===== src/rtl/quad_decoder_bank_if.sv =====
// CPU-side read/clear port of the quadrature decoder bank.
// The CPU drives sel/rd/clr and samples data one cycle after rd.
interface quad_decoder_bank_if #(
  parameter int CHANNELS = 4,
  parameter int OUT_W    = 8
);
  localparam int SEL_W = (CHANNELS > 1) ? $clog2(CHANNELS) : 1;

  logic [SEL_W-1:0] sel;
  logic             rd;
  logic             clr;
  logic [OUT_W-1:0] data;

  modport master (
    output sel,
    output rd,
    output clr,
    input  data
  );

  modport slave (
    input  sel,
    input  rd,
    input  clr,
    output data
  );
endinterface


===== src/rtl/quad_decoder_bank.sv =====
// Multi-channel quadrature decoder: sync, debounce, decode, count.
// CPU reads/clears one channel at a time through the bus port.
module quad_decoder_bank #(
  parameter int CHANNELS = 4,
  parameter int CNT_W    = 9,
  parameter int OUT_W    = 8,
  parameter int FILT     = 3
) (
  input  logic                clk,
  input  logic                reset_n,
  input  logic [CHANNELS-1:0] a_in,
  input  logic [CHANNELS-1:0] b_in,
  input  logic [CHANNELS-1:0] invert,
  output logic [CHANNELS-1:0] err,
  quad_decoder_bank_if.slave  bus
);
  localparam int SEL_W = (CHANNELS > 1) ? $clog2(CHANNELS) : 1;
  localparam int N     = 2 * CHANNELS;
  localparam logic [3:0] FSAT = 4'(FILT - 1);
  localparam logic [3:0] FPRE = 4'(FILT - 2);

  // Bit i is phase A of channel i, bit CHANNELS+i is phase B.
  logic [N-1:0] s1_q;
  logic [N-1:0] s2_q;
  logic [N-1:0] cand_q, cand_d;
  logic [N-1:0] filt_q, filt_d;
  logic [N-1:0] sat;
  logic [3:0]   fcnt_q [N];
  logic [3:0]   fcnt_d [N];

  logic [CHANNELS-1:0] primed_q, primed_d;
  logic [CHANNELS-1:0] err_q, err_d;
  logic [1:0]          ph_q [CHANNELS];
  logic [1:0]          ph_d [CHANNELS];
  logic [CNT_W-1:0]    cnt_q [CHANNELS];
  logic [CNT_W-1:0]    cnt_d [CHANNELS];
  logic [OUT_W-1:0]    data_q, data_d;

  logic [SEL_W-1:0] sel;
  logic [1:0]       nw;
  logic             hit, bad, fwd, up, dn;

  assign sel      = bus.sel;
  assign bus.data = data_q;
  assign err      = err_q;

  always_ff @(posedge clk) begin
    s1_q <= {b_in, a_in};
    s2_q <= s1_q;
  end

  always_comb begin
    cand_d = cand_q;
    filt_d = filt_q;
    sat    = '0;
    for (int i = 0; i < N; i++) begin
      fcnt_d[i] = fcnt_q[i];
      sat[i]    = (fcnt_q[i] == FSAT);
      if (s2_q[i] != cand_q[i]) begin
        cand_d[i] = s2_q[i];
        fcnt_d[i] = '0;
        if (FILT == 1) filt_d[i] = s2_q[i];
      end else begin
        if (!sat[i]) fcnt_d[i] = fcnt_q[i] + 4'd1;
        if (fcnt_q[i] == FPRE) filt_d[i] = cand_q[i];
      end
    end
  end

  always_comb begin
    primed_d = primed_q;
    err_d    = err_q;
    data_d   = data_q;
    nw       = '0;
    hit      = 1'b0;
    bad      = 1'b0;
    fwd      = 1'b0;
    up       = 1'b0;
    dn       = 1'b0;
    if (bus.rd) data_d = '0;
    for (int c = 0; c < CHANNELS; c++) begin
      ph_d[c]  = ph_q[c];
      cnt_d[c] = cnt_q[c];
      nw  = {filt_q[c], filt_q[CHANNELS+c]};
      hit = (sel == SEL_W'(c));
      bad = &(ph_q[c] ^ nw);
      // For a single-bit Gray step, old A xor new B is 1 going forward.
      fwd = ph_q[c][1] ^ nw[0];
      up  = !bad && (fwd ^ invert[c]);
      dn  = !bad && !(fwd ^ invert[c]);
      if (bus.rd && hit) data_d = cnt_q[c][CNT_W-1 -: OUT_W];
      if (!primed_q[c]) begin
        if (sat[c] && sat[CHANNELS+c]) begin
          ph_d[c]     = nw;
          primed_d[c] = 1'b1;
        end
      end else if (nw != ph_q[c]) begin
        ph_d[c] = nw;
        unique case (1'b1)
          bad: err_d[c] = 1'b1;
          up:  cnt_d[c] = cnt_q[c] + CNT_W'(1);
          dn:  cnt_d[c] = cnt_q[c] - CNT_W'(1);
        endcase
      end
      if (bus.clr && hit) begin
        cnt_d[c] = '0;
        err_d[c] = 1'b0;
      end
    end
  end

  // Reset preloads the candidate from the synchroniser so priming sees pins.
  always_ff @(posedge clk) begin
    if (!reset_n) begin
      cand_q   <= s2_q;
      filt_q   <= s2_q;
      primed_q <= '0;
      err_q    <= '0;
      data_q   <= '0;
      for (int i = 0; i < N; i++) fcnt_q[i] <= '0;
      for (int c = 0; c < CHANNELS; c++) begin
        ph_q[c]  <= '0;
        cnt_q[c] <= '0;
      end
    end else begin
      cand_q   <= cand_d;
      filt_q   <= filt_d;
      primed_q <= primed_d;
      err_q    <= err_d;
      data_q   <= data_d;
      for (int i = 0; i < N; i++) fcnt_q[i] <= fcnt_d[i];
      for (int c = 0; c < CHANNELS; c++) begin
        ph_q[c]  <= ph_d[c];
        cnt_q[c] <= cnt_d[c];
      end
    end
  end
endmodule


===== src/flat_wrapper.sv =====
// flat-port wrapper written by rule: the top's interface ports become plain ports
module quad_decoder_bank_flat 
#(
  parameter int CHANNELS = 4,
  parameter int CNT_W    = 9,
  parameter int OUT_W    = 8,
  parameter int FILT     = 3
)
  (clk, reset_n, a_in, b_in, invert, err, bus_sel, bus_rd, bus_clr, bus_data);
  quad_decoder_bank_if #(.CHANNELS(CHANNELS), .OUT_W(OUT_W)) bus_i ();
  input  logic clk;
  input  logic reset_n;
  input  logic [CHANNELS-1:0] a_in;
  input  logic [CHANNELS-1:0] b_in;
  input  logic [CHANNELS-1:0] invert;
  output logic [CHANNELS-1:0] err;
  input wire logic [$bits(bus_i.sel)-1:0] bus_sel;
  input wire logic [$bits(bus_i.rd)-1:0] bus_rd;
  input wire logic [$bits(bus_i.clr)-1:0] bus_clr;
  output wire logic [$bits(bus_i.data)-1:0] bus_data;
  assign bus_i.sel = bus_sel;
  assign bus_i.rd = bus_rd;
  assign bus_i.clr = bus_clr;
  assign bus_data = bus_i.data;
  quad_decoder_bank #(.CHANNELS(CHANNELS), .CNT_W(CNT_W), .OUT_W(OUT_W), .FILT(FILT)) u_core (.clk(clk), .reset_n(reset_n), .a_in(a_in), .b_in(b_in), .invert(invert), .err(err), .bus(bus_i));
endmodule

===== config.mk =====
export PLATFORM = sky130hd
export DESIGN_NAME = quad_decoder_bank_flat
export DESIGN_NICKNAME = d
export VERILOG_FILES = /design/src/rtl/quad_decoder_bank_if.sv /design/src/rtl/quad_decoder_bank.sv /design/src/flat_wrapper.sv
export SDC_FILE = /design/constraint.sdc
export NUM_CORES = 1
export LEC_CHECK = 0
export CAP_MARGIN = 20
export CORE_ASPECT_RATIO = 1.2
export CORE_MARGIN = 4
export CORE_UTILIZATION = 25
export CTS_CLUSTER_SIZE = 12
export DETAILED_ROUTE_END_ITERATION = 16
export GPL_ROUTABILITY_DRIVEN = 0
export HOLD_SLACK_MARGIN = 0.08
export SLEW_MARGIN = 20
export SYNTH_ARGS = -nofsm -noshare
export SYNTH_HDL_FRONTEND = slang
export SYNTH_SLANG_ARGS = --single-unit

===== constraint.sdc =====
create_clock -name clk -period 3.6 [get_ports clk]
set_input_delay 0.54 -clock clk [delete_from_list [all_inputs] [get_ports clk]]
set_output_delay 0.54 -clock clk [all_outputs]
set_load 0.01 [all_outputs]

* Word-level counts from Yosys, hierarchy flattened
Memories as Yosys holds them, arrays and structs flattened. Cells that the tools add are included.
Storage, ports and cells: register bits after elaboration 48, bits in writable memories 76, output and inout port bits 12, memories 3
Operators by class: add/sub/neg operators 16, equal/unequal tests 55, muxes and demuxes 101, bitwise logic cells 29, reductions and logical operators 50
Memories:
- u_core.cnt_q | depth 4, bits a word 9, read ports 4, clocked after memory_dff 0, wr ports 4, line quad_decoder_bank.sv:35 | logic [CNT_W-1:0] cnt_q [CHANNELS];
- u_core.fcnt_q | depth 8, bits a word 4, read ports 8, clocked after memory_dff 0, wr ports 8, line quad_decoder_bank.sv:28 | logic [3:0] fcnt_q [N];
- u_core.ph_q | depth 4, bits a word 2, read ports 4, clocked after memory_dff 0, wr ports 4, line quad_decoder_bank.sv:33 | logic [1:0] ph_q [CHANNELS];
Operators by type and width (number):
- 9-bit two-way mux | 16
- 4-bit two-way mux | 24
- 9-bit one-hot mux with 2 select lines | 4
- 8-bit two-way mux | 7
- 9-bit by 1-bit adder with 9-bit output (second input constant) | 4
- 9-bit by 1-bit subtractor with 9-bit output (second input constant) | 4
- 1-bit two-way mux | 34
- 4-bit by 1-bit adder with 4-bit output (second input constant) | 8
- 4-bit by 1-bit equality test with 1-bit output (second input constant) | 8
- 4-bit by 2-bit equality test with 1-bit output (second input constant) | 8
- 2-bit two-way mux | 16
- 2-bit by 1-bit != test with 1-bit output (second input constant) | 16
- 2-bit AND reduction | 12
- 1-bit logical AND | 20
- 2-bit != test (second input constant) | 8
- 1-bit OR | 16
- 4-bit AND reduction | 4
- 1-bit logical NOT | 8
- 1-bit != test | 8
- 2-bit != test | 4
- 2-bit OR reduction | 4
- 1-bit bitwise XOR | 8
- 2-bit bitwise XOR | 4
- 5-bit nonzero test | 1
- other kinds (4) | 5

* Depth between registers and ports, before layout
word-level depth 9, mapped depth 10

* Least setup slack after synthesis
Ideal clock, no wire load.
kind register -> register, start register u_core.filt_q[5], end memory u_core.cnt_q[1][4], setup time 137 ps, arrival 2481 ps, setup slack 983 ps, stages on the path, launching flop included 11, path buffers 0, cell sequence edfxtp_1 xor2_1 ha_1 nor2_1 xor2_1 ha_1 or4_1 or3_1 a21oi_1 xnor2_1 nor2_1
RTL lines:
- start: declaration | line quad_decoder_bank.sv:26 | logic [N-1:0] filt_q, filt_d;
- start signal: assignment | line quad_decoder_bank.sv:116 | filt_q <= s2_q;
- start signal: assignment | line quad_decoder_bank.sv:127 | filt_q <= filt_d;
- end: declaration | line quad_decoder_bank.sv:35

==> impl_metrics.ini <==
[place]
place_inst = 999
dp_slack_ps = 287
port-buffer-count = 29
post_dp_cell_area_mm2 = 0.00699
dpl.hpwl_um = 9030

[worst_hold_path]
hp-class = reg -> reg

[yosys]
yosysWarnings = 0
post-synth-top-area-fraction_pct = 33.8
synth_area_per_cell_um2 = 9.58
syn_nets = 723
ys.flop_type = dfxtp_1
ys_types = 61
synth_cells = 668
synth_area_leader_cell = dfxtp_1
synthArstFlopShare_pct = 0
yosys-top-cells-area = dfxtp_1 (34%), edfxtp_1 (7.5%), ha_1 (7.2%)
synth-edff-count = 16
yosysSeqAreaShare_pct = 41.3
syn_area_mm2 = 0.00640
ys_ff_latch = 124

[cts]
clock_sinks = 124
cts_hold_buf = 0
cts_buffers = 17
cts-root-buf = clkbuf_16
cts_setup_buffers = 0
cts_tree = built
h-tree-depth = 4
insertion_delay_ps = 420
cts-resized-gates = 0
path_clk_slew_ps = 50
clockBufferDepth = 2

[cells_and_area]
drive_above_1_share_pct = 8.22
fillerInstances = 2558
final_area_mm2 = 0.00752
area_growth_pct = 17.5
register_area_mm2 = 0.00264
nets = 748
antenna_cells = 0
multi_input_area_mm2 = 0.00350
fin_cells = 1031
fin_util_pct = 30.1

[timing]
final-max-slew-violation-count = 0
whs_ps = 318
rsz0062_at_grt = false
finalHoldViolCount = 0
setup_tns_ps = 0
worst_slack_ps = 527
finalSetupViolations = 0
max_freq_ghz = 0.325
finClkSkew_ps = 8.03
period_share_pct = 85.4
tightest_slew_ps = 824
finalWorstPathRequiredPeriod_ps = 3070
relSlewSlack_pct = 44.7

[setup_path]
crit_type = reg -> reg
cp.required_ps = 3860
cp-end-kind = flip-flop
cp-start-kind = flip-flop
critical_path_peak_fanout = 13
timing.critical_path.arrival_ps = 3340

[routing]
dr_total_vias = 4638
wirelength_um = 12600
drtAntennaViolNets = 0
drt-pass1-iter-count = 4
wl_per_cell_um = 12.2
drcViolationCount = 0
first_iter_violations = 157
vias_per_cell = 4.50

[global_route]
antenna_found_initial = 0
grt_pass1_vias = 4434
grt_max_degree = 32
overflow = 0
grt_use_total_pct = 9.32
grt_first_pass_wirelength_um = 21500

[power]
fin_total_pwr_mw = 3.40
power_density_mw_per_mm2 = 452
irDropWorstVdd_mv = 0.253
p_leak_nw = 2.84

[die]
fp.coreArea_mm2 = 0.0250
rows = 63
initial_core_util_pct = 25.6
die_h_um = 183
fp.dieW_um = 154
die-area_mm2 = 0.0282
io_pins = 30

[flow_run]
cap_viol_max_count = 0

[run_status]
status = finished, final reports clean
==> layer usage <==
| layer | global-route usage [%] | vias to the layer above | share of wire [%] |
|---|---|---|---|
| met3 | 2.64 | 21 | 3.6 |
| li1 | - | 2374 | - |
| met2 | 15.4 | 77 | 47 |
| met4 | 4.56 | 0 | 2.2 |
| met5 | 0 | - | 0 |
| met1 | 11.1 | 2166 | 47 |
==> path summary, 6_finish.rpt <==
| check | from | to | slack (ps) | cells past startpoint |
|---|---|---|---|---|
| setup / recovery | u_core.filt_q[5]$_DFFE_PP_ | u_core.cnt_q[1][8]$_SDFFE_PP0P_ | 530 | 10 |
| hold / removal | u_core.s1_q[4]$_DFF_P_ | u_core.s2_q[4]$_DFF_P_ | 320 | 0 |
| setup reg to reg | u_core.filt_q[5]$_DFFE_PP_ | u_core.cnt_q[1][8]$_SDFFE_PP0P_ | 530 | 10 |
| hold reg to reg | u_core.s1_q[4]$_DFF_P_ | u_core.s2_q[4]$_DFF_P_ | 320 | 0 |
==> registers in the layout, summed over array words and instances (netlist names) <==
register         cells
u_core.cand_q        8
u_core.primed_q      4
u_core.err           4
u_core.bus.data      8
u_core.filt_q        8
u_core.cnt_q        36
u_core.s1_q          8
u_core.fcnt_q       32
u_core.ph_q          8
u_core.s2_q          8
==> cells in the final DEF (no fill, tap or decap), drive strengths merged, types with 7 or more instances in the layout <==
master | netlist | final
mux2i | 27 | 27
edfxtp | 16 | 16
a21oi | 21 | 21
clkinv | 0 | 9
inv | 33 | 33
nor2 | 81 | 81
a211oi | 10 | 10
nand3 | 33 | 33
ha | 37 | 37
clkbuf | 17 | 21
xnor2 | 29 | 29
nor4 | 7 | 7
or4 | 11 | 11
mux2 | 9 | 9
o21ai | 18 | 18
nor3 | 16 | 16
clkdlybuf4s50 | 0 | 28
nand2 | 55 | 55
nor2b | 16 | 16
dfxtp | 108 | 108
mux4 | 8 | 8
xor2 | 42 | 42
==> layout make-up <==
class / count / share of cell area (%)
Multi-Input combinational cell: 484 / 46.6
Tap cell: 325 / 5.41
Clock buffer: 21 / 5.99
Sequential cell: 124 / 35.1
Timing Repair Buffer: 33 / 4.19
Clock inverter: 11 / 1.03
Inverter: 33 / 1.65
==> cell families after synthesis <==
family          after synthesis  synth area share, %
fa+ha+maj                    37                 7.24
mux                          44                 8.68
simple gates                250                 19.1
compound gates               76                 7.75
xor+xnor                     77                 12.0
flops                       124                 41.3
buf+inv                      60                 3.93
==> worst max-delay path, stage by stage (launching register included) <==
cell      delay (ps)
edfxtp_1         440
xor2_1           250
ha_1             450
nor2_1           200
xor2_1           180
ha_1             240
or4_1            460
a211oi_1         260
o221a_2          230
o21ai_0           70
nor3b_1          140
==> power breakdown <==
part	internal, mW	leakage [nW]	switching, mW
sequential	1.46	1.04	0.0507
clock	0.948	0.260	0.590
combinational	0.161	1.55	0.191
==> Yosys cell counts (4+ instances only) <==
cell	n
nor2b_1	16
inv_1	33
clkbuf_1	16
or4_1	8
nand2_1	55
xnor2_1	29
ha_1	37
nor4b_1	5
o31ai_1	5
or3_1	6
mux4_2	7
dfxtp_1	108
o21ai_0	14
a21oi_1	21
edfxtp_1	16
a41oi_1	4
xor2_1	42
nand3_1	33
nor2_1	78
nor4_1	7
nor3_1	16
nand4_1	6
buf_2	5
o21a_1	4
mux2_2	9
a211oi_1	10
mux2i_1	27
(Power assumes the default switching activity.)
